[config.mk]
export PLATFORM = sky130hd
export DESIGN_NAME = alu_issue_flat
export DESIGN_NICKNAME = d
export VERILOG_FILES = /design/src/rtl/alu_issue_if.sv /design/src/rtl/alu_issue.sv /design/src/flat_wrapper.sv
export SDC_FILE = /design/constraint.sdc
export NUM_CORES = 1
export LEC_CHECK = 0
export BUFFER_PORTS_ARGS = -buffer_cell sky130_fd_sc_hd__buf_4
export CAP_MARGIN = 20
export CORE_MARGIN = 1
export CORE_UTILIZATION = 46
export DETAILED_ROUTE_END_ITERATION = 8
export PLACE_DENSITY = 0.82
export SLEW_MARGIN = 10
export SYNTH_ARGS = -nofsm -noshare
export SYNTH_HDL_FRONTEND = slang
export SYNTH_SLANG_ARGS = --single-unit
[constraint.sdc]
create_clock -name clk -period 4.86 [get_ports clk]
set_clock_uncertainty 0.2 [all_clocks]
set_input_delay 0.972 -clock clk [delete_from_list [all_inputs] [get_ports clk]]
set_output_delay 0.972 -clock clk [all_outputs]
set_load 0.05 [all_outputs]
[src/rtl/alu_issue_if.sv]
// alu_issue_if: registered ALU issue bundle handed from decode to execute.
interface alu_issue_if #(parameter int XLEN = 32);
    logic            valid;
    logic            ready;
    logic [3:0]      alu_op;
    logic [XLEN-1:0] alu_a;
    logic [XLEN-1:0] alu_b;
    logic [4:0]      rd;
    logic            wr_en;
    logic [31:0]     pc;
    logic            is_alu;
    logic            illegal;
    modport master (output valid, alu_op, alu_a, alu_b, rd, wr_en, pc, is_alu, illegal, input ready);
    modport slave  (input valid, alu_op, alu_a, alu_b, rd, wr_en, pc, is_alu, illegal, output ready);
endinterface

[src/rtl/alu_issue.sv]
// alu_issue: RV32I decode/issue stage for ALU-class opcodes into a single-entry output register.
// Define ALU_ISSUE_ILLEGAL_EN to flag unsupported ALU encodings (SRA/SRAI, bad funct7) as illegal.
module alu_issue #(parameter int XLEN = 32) (
    input  logic            clk,
    input  logic            rst,
    input  logic            in_valid,
    output logic            in_ready,
    input  logic [31:0]     in_instr,
    input  logic [31:0]     in_pc,
    output logic [4:0]      rs1_idx,
    output logic [4:0]      rs2_idx,
    input  logic [XLEN-1:0] rs1_data,
    input  logic [XLEN-1:0] rs2_data,
    input  logic            flush,
    alu_issue_if.master     out
);
    localparam logic [3:0] ALU_NONE   = 4'd0;
    localparam logic [3:0] ALU_SHIFTL = 4'd1;
    localparam logic [3:0] ALU_SHIFTR = 4'd2;
    localparam logic [3:0] ALU_ADD    = 4'd4;
    localparam logic [3:0] ALU_SUB    = 4'd6;
    localparam logic [3:0] ALU_AND    = 4'd7;
    localparam logic [3:0] ALU_OR     = 4'd8;
    localparam logic [3:0] ALU_XOR    = 4'd9;
    localparam logic [3:0] ALU_LT     = 4'd10;
    localparam logic [3:0] ALU_LTS    = 4'd11;
    localparam logic [6:0] OPC_LUI    = 7'b0110111;
    localparam logic [6:0] OPC_AUIPC  = 7'b0010111;
    localparam logic [6:0] OPC_OPIMM  = 7'b0010011;
    localparam logic [6:0] OPC_OP     = 7'b0110011;
`ifdef ALU_ISSUE_ILLEGAL_EN
    localparam bit ILL_EN = 1'b1;
`else
    localparam bit ILL_EN = 1'b0;
`endif
    logic [6:0]      opc, f7;
    logic [2:0]      f3;
    logic [4:0]      rd;
    logic [31:0]     imm_i, imm_u;
    logic [3:0]      f3_op, d_op;
    logic [XLEN-1:0] d_a, d_b;
    logic            d_alu, d_bad, d_ill, shift, sub;
    assign opc      = in_instr[6:0];
    assign rd       = in_instr[11:7];
    assign f3       = in_instr[14:12];
    assign f7       = in_instr[31:25];
    assign rs1_idx  = in_instr[19:15];
    assign rs2_idx  = in_instr[24:20];
    assign imm_i    = {{20{in_instr[31]}}, in_instr[31:20]};
    assign imm_u    = {in_instr[31:12], 12'b0};
    assign shift    = f3[1:0] == 2'b01;
    assign sub      = f7 == 7'h20 && f3 == 3'b000;
    assign d_ill    = ILL_EN && d_bad;
    assign in_ready = !out.valid || out.ready;
    always_comb begin
        case (f3)
            3'b000:  f3_op = ALU_ADD;
            3'b001:  f3_op = ALU_SHIFTL;
            3'b010:  f3_op = ALU_LTS;
            3'b011:  f3_op = ALU_LT;
            3'b100:  f3_op = ALU_XOR;
            3'b101:  f3_op = ALU_SHIFTR;
            3'b110:  f3_op = ALU_OR;
            default: f3_op = ALU_AND;
        endcase
    end
    // Shifts carry only the shift amount in b since the ALU shifts by the full operand.
    always_comb begin
        d_alu = 1'b1;
        d_bad = 1'b0;
        d_op  = ALU_ADD;
        d_a   = rs1_data;
        d_b   = rs2_data;
        if (opc == OPC_LUI) begin
            d_a = '0;
            d_b = imm_u;
        end else if (opc == OPC_AUIPC) begin
            d_a = in_pc;
            d_b = imm_u;
        end else if (opc == OPC_OPIMM) begin
            d_op  = f3_op;
            d_b   = shift ? {27'b0, in_instr[24:20]} : imm_i;
            d_bad = shift && f7 != 7'h00;
        end else if (opc == OPC_OP) begin
            d_op  = sub ? ALU_SUB : f3_op;
            d_b   = shift ? {27'b0, rs2_data[4:0]} : rs2_data;
            d_bad = f7 != 7'h00 && !sub;
        end else begin
            d_alu = 1'b0;
            d_op  = ALU_NONE;
        end
    end
    always_ff @(posedge clk or posedge rst) begin
        if (rst) begin
            out.valid   <= 1'b0;
            out.alu_op  <= '0;
            out.alu_a   <= '0;
            out.alu_b   <= '0;
            out.rd      <= '0;
            out.wr_en   <= 1'b0;
            out.pc      <= '0;
            out.is_alu  <= 1'b0;
            out.illegal <= 1'b0;
        end else if (flush) begin
            out.valid <= 1'b0;
        end else if (in_valid && in_ready) begin
            out.valid   <= 1'b1;
            out.alu_op  <= d_op;
            out.alu_a   <= d_a;
            out.alu_b   <= d_b;
            out.rd      <= rd;
            out.wr_en   <= d_alu && !d_ill && rd != 5'd0;
            out.pc      <= in_pc;
            out.is_alu  <= d_alu;
            out.illegal <= d_ill;
        end else if (out.ready) begin
            out.valid <= 1'b0;
        end
    end
endmodule

[src/flat_wrapper.sv]
// flat-port wrapper written by rule: the top's interface ports become plain ports
module alu_issue_flat 
#(parameter int XLEN = 32)
  (clk, rst, in_valid, in_ready, in_instr, in_pc, rs1_idx, rs2_idx, rs1_data, rs2_data, flush, out_valid, out_alu_op, out_alu_a, out_alu_b, out_rd, out_wr_en, out_pc, out_is_alu, out_illegal, out_ready);
  alu_issue_if #(.XLEN(XLEN)) out_i ();
  input  logic clk;
  input  logic rst;
  input  logic in_valid;
  output logic in_ready;
  input  logic [31:0] in_instr;
  input  logic [31:0] in_pc;
  output logic [4:0] rs1_idx;
  output logic [4:0] rs2_idx;
  input  logic [XLEN-1:0] rs1_data;
  input  logic [XLEN-1:0] rs2_data;
  input  logic flush;
  output wire logic [$bits(out_i.valid)-1:0] out_valid;
  output wire logic [$bits(out_i.alu_op)-1:0] out_alu_op;
  output wire logic [$bits(out_i.alu_a)-1:0] out_alu_a;
  output wire logic [$bits(out_i.alu_b)-1:0] out_alu_b;
  output wire logic [$bits(out_i.rd)-1:0] out_rd;
  output wire logic [$bits(out_i.wr_en)-1:0] out_wr_en;
  output wire logic [$bits(out_i.pc)-1:0] out_pc;
  output wire logic [$bits(out_i.is_alu)-1:0] out_is_alu;
  output wire logic [$bits(out_i.illegal)-1:0] out_illegal;
  input wire logic [$bits(out_i.ready)-1:0] out_ready;
  assign out_valid = out_i.valid;
  assign out_alu_op = out_i.alu_op;
  assign out_alu_a = out_i.alu_a;
  assign out_alu_b = out_i.alu_b;
  assign out_rd = out_i.rd;
  assign out_wr_en = out_i.wr_en;
  assign out_pc = out_i.pc;
  assign out_is_alu = out_i.is_alu;
  assign out_illegal = out_i.illegal;
  assign out_i.ready = out_ready;
  alu_issue #(.XLEN(XLEN)) u_core (.clk(clk), .rst(rst), .in_valid(in_valid), .in_ready(in_ready), .in_instr(in_instr), .in_pc(in_pc), .rs1_idx(rs1_idx), .rs2_idx(rs2_idx), .rs1_data(rs1_data), .rs2_data(rs2_data), .flush(flush), .out(out_i));
endmodule
# Word level (Yosys, flattened, before mapping)
# Cells that the tools add are included.
classes:
  n_eq_ne: 12
  n_mux: 21
  n_bitwise: 1
  reduce_logical: 9
ops:
  columns: ["op", "count"]
  rows:
  - ["$mux W32", 8]
  - ["$pmux W4 S7", 1]
  - ["$eq A7 B6 Y1 const B", 3]
  - ["$mux W4", 5]
  - ["$eq A7 B5 Y1 const B", 2]
  - ["$eq A3 B3 Y1 const B", 3]
  - ["$mux W1", 7]
  - ["$eq A3 B2 Y1 const B", 2]
  - ["$reduce_bool A5 Y1", 1]
  - ["$eq A3 B1 Y1 const B", 1]
  - ["$logic_and A1 B1 Y1", 3]
  - ["$logic_not A3 Y1", 1]
  - ["$reduce_bool A3 Y1", 1]
  - ["$eq A2 B1 Y1 const B", 1]
  - ["$reduce_and A2 Y1", 1]
  - ["$logic_not A1 Y1", 1]
  - ["$logic_or A1 B1 Y1", 1]
  - ["$not A1 Y1", 1]
totals:
  regBits: 108
  inputBits: 133
  output_inout_bits: 120
  elab_cells: 51

# Logic depth before layout (Yosys ltp)
# Gate-level depths: netlist of run 1.
logic_depth:
  ltp_word: 7
  mapped_depth: 8
  mapped_depth_nobuf: 5

# Worst setup path before layout of run 1
# No wires, ideal clock.
synth_path:
  path_type: "input-to-output"
  from: "input out_ready"
  to: "output in_ready"
  t_arrival_ns: 1.219
  t_required_ns: 3.688
  slack_ns: 2.469
  stages: 2
  path_buffers: 0
  path_cell_list: "nor2b_4 -> inv_2"
synth_between:
  elab_chain_cells: 1
synth_rtl:
  columns: ["element", "line", "source"]
  rows:
  - ["start, declared", "flat_wrapper.sv:26", "input wire logic [$bits(out_i.ready)-1:0] out_ready;"]
  - ["$logic_or A1 B1 Y1", "alu_issue.sv:54", "assign in_ready = !out.valid || out.ready;"]
  - ["end, declared", "flat_wrapper.sv:9", "output logic in_ready;"]
# No other way between the ends.

# Worst setup path after layout of run 1
# Ends and elaborated chain as after synthesis.

==> impl_metrics.toml, run 1 <==
[critical_path]
slowest_stage = "buf_4"
crit_path_end_kind = "output pin"
cp_max_fo = 3
crit_required_ps = 3690
critPathLaunchType = "input pin"
crit_arrival_ps = 1490
path_buf_inv = 3
crit_top_cell = "buf_4"
path_class = "input pin to output pin"
path_delay_family = "buffers and inverters"
cp_cell_sequence = "buf_4 > nor2b_4 > inv_2 > buf_4"
critPathMaxStageDelay_ps = 180

[global_routing]
grtUsageMet1 = 0.3593
met2_usage = 0.4490
grt-ovfl-total = 0
grt_max_degree = 106
grt_pass1_wl_mm = 24.06
antenna_found_initial = 0
grt_pass1_vias = 4922
track_usage = 0.2721
grt_busiest_layer = "met2"
grt_util_met3 = 0.03924

[logic_synthesis]
synth_area_mm2 = 0.005011
synthSimpleGateAreaFrac = 0.2712
yosys_register_bits = 108
synth_area_leaders = "dfrtp_1 54%, nand2_1 13%, a31oi_1 4.7%"
yosysWarningCount = 0
synth_top_area_cell = "dfrtp_1"
synth_top_area_frac = 0.5393
synthMuxAreaShare = 0.009988
ys_seq_area_frac = 0.5393
synth.distinct_cells = 39
syn_inst = 585
avgSynthCellArea_um2 = 8.566
synth_xor_area_frac = 0.003496
synthesis.nets = 718
synth_adder_area_share = 0
synth_top_family_by_area = "simple AND/OR/NAND/NOR gates"
synth_compound_area_frac = 0.1144

[sta]
finalCritPeriodShare = 0.5467
fmax_ghz = 0.3764
finalSetupViolCount = 0
fin_ws_ps = 2203
slew_headroom = 0.2833
drv_slew = 0
worstMarginPinSlew_ps = 1071
timing.setup.tns_ps = 0
rsz0062_at_grt = "no"
period_needed_ps = 2657
hold_viol_final = 0

[clocking]
htreeDepth = 3
cts_inserted_buffers = 9
hold_buffers = 0
cts_tree = "done"
clk_transition_reported_paths_ps = 100
cts_root_buffer = "clkbuf_8"
clk_latency_ps = 360
ctsResizeCount = 0
clockBufferDepth = 2
cts_sinks = 108
post_cts_buffers = 0

[finish]
layout.cells.non_filler = 940
final_util = 0.6752
nets = 932
layout-drive-gt1-share = 0.3495
antenna-diode-count = 0
syn2layout_area_growth_pct = 40.97

[routing]
dr.pass1.iters = 5
ant_nets = 0
wl_per_cell_um = 16.37
wl_mm = 15.39
avgViaCountPerCell = 5.399
via_count = 5075
dr.first_iter.drc_count = 404
drc = 0

[power_and_ir_drop]
p_leak_nw = 3.580
p_total_mw = 2.701
p_per_area_mw_per_mm2 = 382.3
vdd_drop_max_mv = 0.2164

[placement]
dp_hpwl_mm = 11.18
gp_congestion = 0.8763
io_buffers = 251
post-place-cells = 924
post-place-ws_ps = 1862

[floorplanning]
dieWidth_um = 106.4
coreArea_mm2 = 0.01046
io_pins = 253
placement_rows = 37
dieArea_mm2 = 0.01131
start_util = 0.4790
die_h_um = 106.4

[flow_run]
cap_viol_max_count = 0

[worst_hold_path]
holdCritPathClass = "register to register"

[run_status]
status = "finished clean"
==> synthesized netlist by cell type (all sizes together) <==
cell / n
a211oi: 20
a21oi: 7
a22oi: 1
a31oi: 38
a32oi: 1
and2: 7
and3: 2
and3b: 3
buf: 42
clkbuf: 14
conb: 1
dfrtp: 108
inv: 4
mux2i: 5
nand2: 178
nand2b: 2
nand3: 33
nand3b: 2
nand4: 2
nor2: 63
nor2b: 2
nor3: 21
nor3b: 1
nor4: 1
nor4b: 1
o2111ai: 1
o21ai: 13
o22ai: 6
o31ai: 1
o41ai: 1
or3: 1
or4: 1
xnor2: 1
xor2: 1
==> logic make-up (layout without fill, tap and decap cells) <==
logic type | Yosys count | in the layout
muxes | 5 | 5
buffers and inverters | 60 | 279
xor gates and xnor gates | 2 | 2
DFF | 108 | 108
AOI/OAI and AO/OA | 89 | 89
other | 1 | 1
and+or+nand+nor | 320 | 320
==> path summary, 6_finish.rpt <==
path	startpoint	endpoint	slack, ps	cells past startpoint
setup / recovery	out_ready	in_ready	2200	4
hold / removal	u_core.out.pc[11]$_DFFE_PP0P_	u_core.out.pc[11]$_DFFE_PP0P_	280	2
setup reg to reg	u_core.out.valid$_DFFE_PP0P_	u_core.out.alu_b[18]$_DFFE_PP0P_	2540	7
hold reg to reg	u_core.out.pc[11]$_DFFE_PP0P_	u_core.out.pc[11]$_DFFE_PP0P_	280	2
max in group asynchronous	rst	u_core.out.alu_b[2]$_DFFE_PP0P_	2830	3
min in group asynchronous	rst	u_core.out.alu_a[6]$_DFFE_PP0P_	620	2
==> flip-flops by register name, summed over array words and instances, names as in the netlist <==
register and flops:
u_core.out.alu_op 4, u_core.out.pc 32, u_core.out.valid 1, u_core.out.alu_a 32, u_core.out.rd 5, u_core.out.wr_en 1, u_core.out.alu_b 32, u_core.out.is_alu 1
==> per-layer routing <==
| layer | part of all wire | vias up |
|---|---|---|
| li1 | - | 2375 |
| met1 | 0.41 | 2399 |
| met2 | 0.49 | 267 |
| met3 | 0.073 | 34 |
| met4 | 0.030 | 0 |
| met5 | 0 | - |
==> layout make-up <==
type                    count  area [um^2]
multi-input cells         417         2012
clock inverters             7        73.82
well taps                 136        170.2
inverters                   4        17.52
clock buffers               9        123.9
flip-flops and latches    108         2703
fillers                   847         3398
repair buffers            259         1964
==> cell usage in the layout, fill, tap and decap left out, types with 7 or more instances in the layout <==
cell,n
and2_1,7
a211oi_1,20
a21oi_1,7
nand3_1,33
nor2_1,63
buf_4,257
clkbuf_8,9
o21ai_0,13
dfrtp_1,108
a31oi_1,38
nand2_1,177
nor3_1,21
==> power by group <==
group | leakage, nW | switching, mW | internal (mW)
Combinational | 2.21 | 0.719 | 0.321
Clock | 0.100 | 0.316 | 0.242
Sequential | 1.27 | 0.0762 | 1.03
==> worst min-delay path, stage by stage (launching register included) <==
cell and delay (ps):
dfrtp_1 360, nand2_1 50, nand2_1 50
==> stage by stage <==
stage	cell area, um^2	hold WS (ps)
after global routing	7064	315.3
after global placement	6852	260.2
after CTS	7064	288.4
after floorplan	5011	541.3
final	7064	284.1
after detailed placement	6867	265.0
(Power assumes the default switching activity.)
==> run 2: changes to the inputs <==
--- a/config.mk
+++ b/config.mk
@@ -8,9 +8,9 @@
 export BUFFER_PORTS_ARGS = -buffer_cell sky130_fd_sc_hd__buf_4
 export CAP_MARGIN = 20
 export CORE_MARGIN = 1
-export CORE_UTILIZATION = 46
+export CORE_UTILIZATION = 41
 export DETAILED_ROUTE_END_ITERATION = 8
-export PLACE_DENSITY = 0.82
+export PLACE_DENSITY = 0.77
 export SLEW_MARGIN = 10
 export SYNTH_ARGS = -nofsm -noshare
 export SYNTH_HDL_FRONTEND = slang
==> constraint.sdc (replaced) <==
create_clock -name clk -period 2.2 [get_ports clk]
set_clock_uncertainty 0.2 [all_clocks]
set_input_delay 0.44 -clock clk [delete_from_list [all_inputs] [get_ports clk]]
set_output_delay 0.44 -clock clk [all_outputs]
set_load 0.05 [all_outputs]
==> run 2 against run 1 <==
- sequential power grew 120%
- final cell count grew 2.0%
- clock power grew to 2.7 times the previous value
- register-to-register slack lost 2200 ps
- largest power group unchanged
- non-clock buffer count grew 9
- highest routed layer unchanged
- sequential share of layout area shrank 1.1 points
- via count grew 0.22%
- clock-buffer cell count grew 1
- die area grew 12%
- critical path type is now register to register
- worst setup slack lost 1900 ps
- cell area grew 3.0%
- flip-flop and latch count is the same
==> impl_metrics.toml, run 2 (synthesized netlist as in run 1, its figures left out) <==
[run_status]
status = "finished clean"

[finish]
final_common_cell = "buf_4"
reg_top3 = "u_core.out.alu_a: 32 flops, u_core.out.alu_b: 32 flops, u_core.out.pc: 32 flops"
layout.cells.non_filler = 959
antenna-diode-count = 0
final_cell_mix = "261 x buf_4, 177 x nand2_1, 108 x dfrtp_1"
stdcell_area_mm2 = 0.007276
layout-drive-gt1-share = 0.3547
syn2layout_area_growth_pct = 45.19
nets = 941

[routing]
wl_per_cell_um = 16.37
via_count = 5086
wl_met2_mm = 7.617
wl_mm = 15.70
ant_nets = 0
dr.pass1.iters = 6
avgViaCountPerCell = 5.303
top_layer = "met4"
drc = 0
route.met3.wl_mm = 1.154
wl_met1_mm = 6.485
dr.first_iter.drc_count = 411

[clocking]
htreeDepth = 3
clk_transition_reported_paths_ps = 70
clk_latency_ps = 340
post_cts_buffers = 0
clockBufferDepth = 2
cts_tree = "done"
cts_sinks = 108
cts_inserted_buffers = 9
hold_buffers = 0
ctsResizeCount = 0
cts_root_buffer = "clkbuf_16"

[floorplanning]
dieWidth_um = 112.6
start_util = 0.4189
io_pins = 253
placement_rows = 40
die_h_um = 112.6
coreArea_mm2 = 0.01196
dieArea_mm2 = 0.01267

[placement]
gp_congestion = 0.8819
place_area_mm2 = 0.007017
io_buffers = 251
dp_hpwl_mm = 11.51
post-place-cells = 944
post-place-ws_ps = 203.1

[sta]
finalCritPeriodShare = 0.8476
finalSetupViolCount = 0
hold_viol_final = 0
drv_slew = 0
rsz0062_at_grt = "no"
period_needed_ps = 1865
fin_ws_ps = 335.3
fmax_ghz = 0.5363
timing.setup.tns_ps = 0

[worst_hold_path]
holdCritPathClass = "input pin to asynchronous set/reset pin"

[global_routing]
grt_max_degree = 74
grt_pass1_wl_mm = 24.94
grt-ovfl-total = 0
track_usage = 0.2501
antenna_found_initial = 0
grt_pass1_vias = 4966

[critical_path]
r2r_start = "u_core.out.valid$_DFFE_PP0P_"
critPathLaunchType = "register"
reg2reg_depth = 5
crit_path_end_kind = "register"
crit_arrival_ps = 1930
reg2reg_slack_ps = 340
crit_required_ps = 2260
path_class = "register to register"
worstReg2RegEnd = "u_core.out.alu_b[6]$_DFFE_PP0P_"
cp_max_fo = 6

[power_and_ir_drop]
vdd_drop_max_mv = 0.3999
p_leak_nw = 3.663
p_total_mw = 6.240
p_per_area_mw_per_mm2 = 857.6

[flow_run]
cap_viol_max_count = 0
==> run 2: changes by cell type in the layout (fill, tap and decap cells not counted) <==
| cell | change |
|---|---|
| inv_4 | -1 |
| clkbuf_16 | +9 |
| clkinv_2 | +1 |
| clkbuf_8 | -9 |
| clkbuf_1 | +1 |
| buf_4 | +4 |
| buf_12 | +6 |
| buf_8 | -1 |
| bufinv_16 | -1 |
| inv_6 | -2 |
| clkinvlp_4 | +2 |
| clkinv_4 | -1 |
==> run 2: worst max-delay path by stage <==
stage                                       from                               end  slack (ps)
global route        u_core.out.valid$_DFFE_PP0P_   u_core.out.alu_b[9]$_DFFE_PP0P_         220
floorplan           u_core.out.valid$_DFFE_PP0P_  u_core.out.alu_b[10]$_DFFE_PP0P_         100
global placement                           flush   u_core.out.alu_b[6]$_DFFE_PP0P_         270
finish              u_core.out.valid$_DFFE_PP0P_   u_core.out.alu_b[6]$_DFFE_PP0P_         340
CTS                 u_core.out.valid$_DFFE_PP0P_   u_core.out.alu_b[6]$_DFFE_PP0P_         310
detailed placement                     out_ready  u_core.out.alu_b[28]$_DFFE_PP0P_         200
==> run 2: metal layers <==
| metal | GRT usage | vias to the layer above |
|---|---|---|
| met5 | 0 | - |
| met2 | 0.4111 | 249 |
| met3 | 0.05724 | 36 |
| li1 | - | 2396 |
| met4 | 0.1058 | 0 |
| met1 | 0.3174 | 2405 |
==> run 2: worst max-delay path, cell delays in order (launching register included) <==
cell and delay, ps:
dfrtp_1 380, nor2b_4 150, inv_2 50, nand3b_1 230
or3_1 540, o22ai_1 230
==> run 2: final cells by class <==
class | count | area [um^2]
Clock inverter | 5 | 30.03
Timing Repair Buffer | 268 | 2100
Tap cell | 147 | 183.9
Sequential cell | 108 | 2703
Inverter | 4 | 18.77
Fill cell | 1050 | 4686
Multi-Input combinational cell | 417 | 2012
Clock buffer | 10 | 229.0
==> run 2: through the flow <==
| stage | utilization | hold slack, ps |
|---|---|---|
| 3_3_place_gp | 0.5866 | 260.0 |
| 6_report | 0.6083 | 16.14 |
| 3_5_place_dp | 0.5866 | 264.0 |
| 4_1_cts | 0.6083 | 31.75 |
| 5_1_grt | 0.6083 | 34.02 |
| 2_1_floorplan | - | 306.4 |
==> run 2: power by group <==
group          internal [mW]  total (mW)  switching (mW)
clock network          0.757        1.48           0.721
logic                  0.728        2.32            1.59
registers               2.27        2.44           0.171
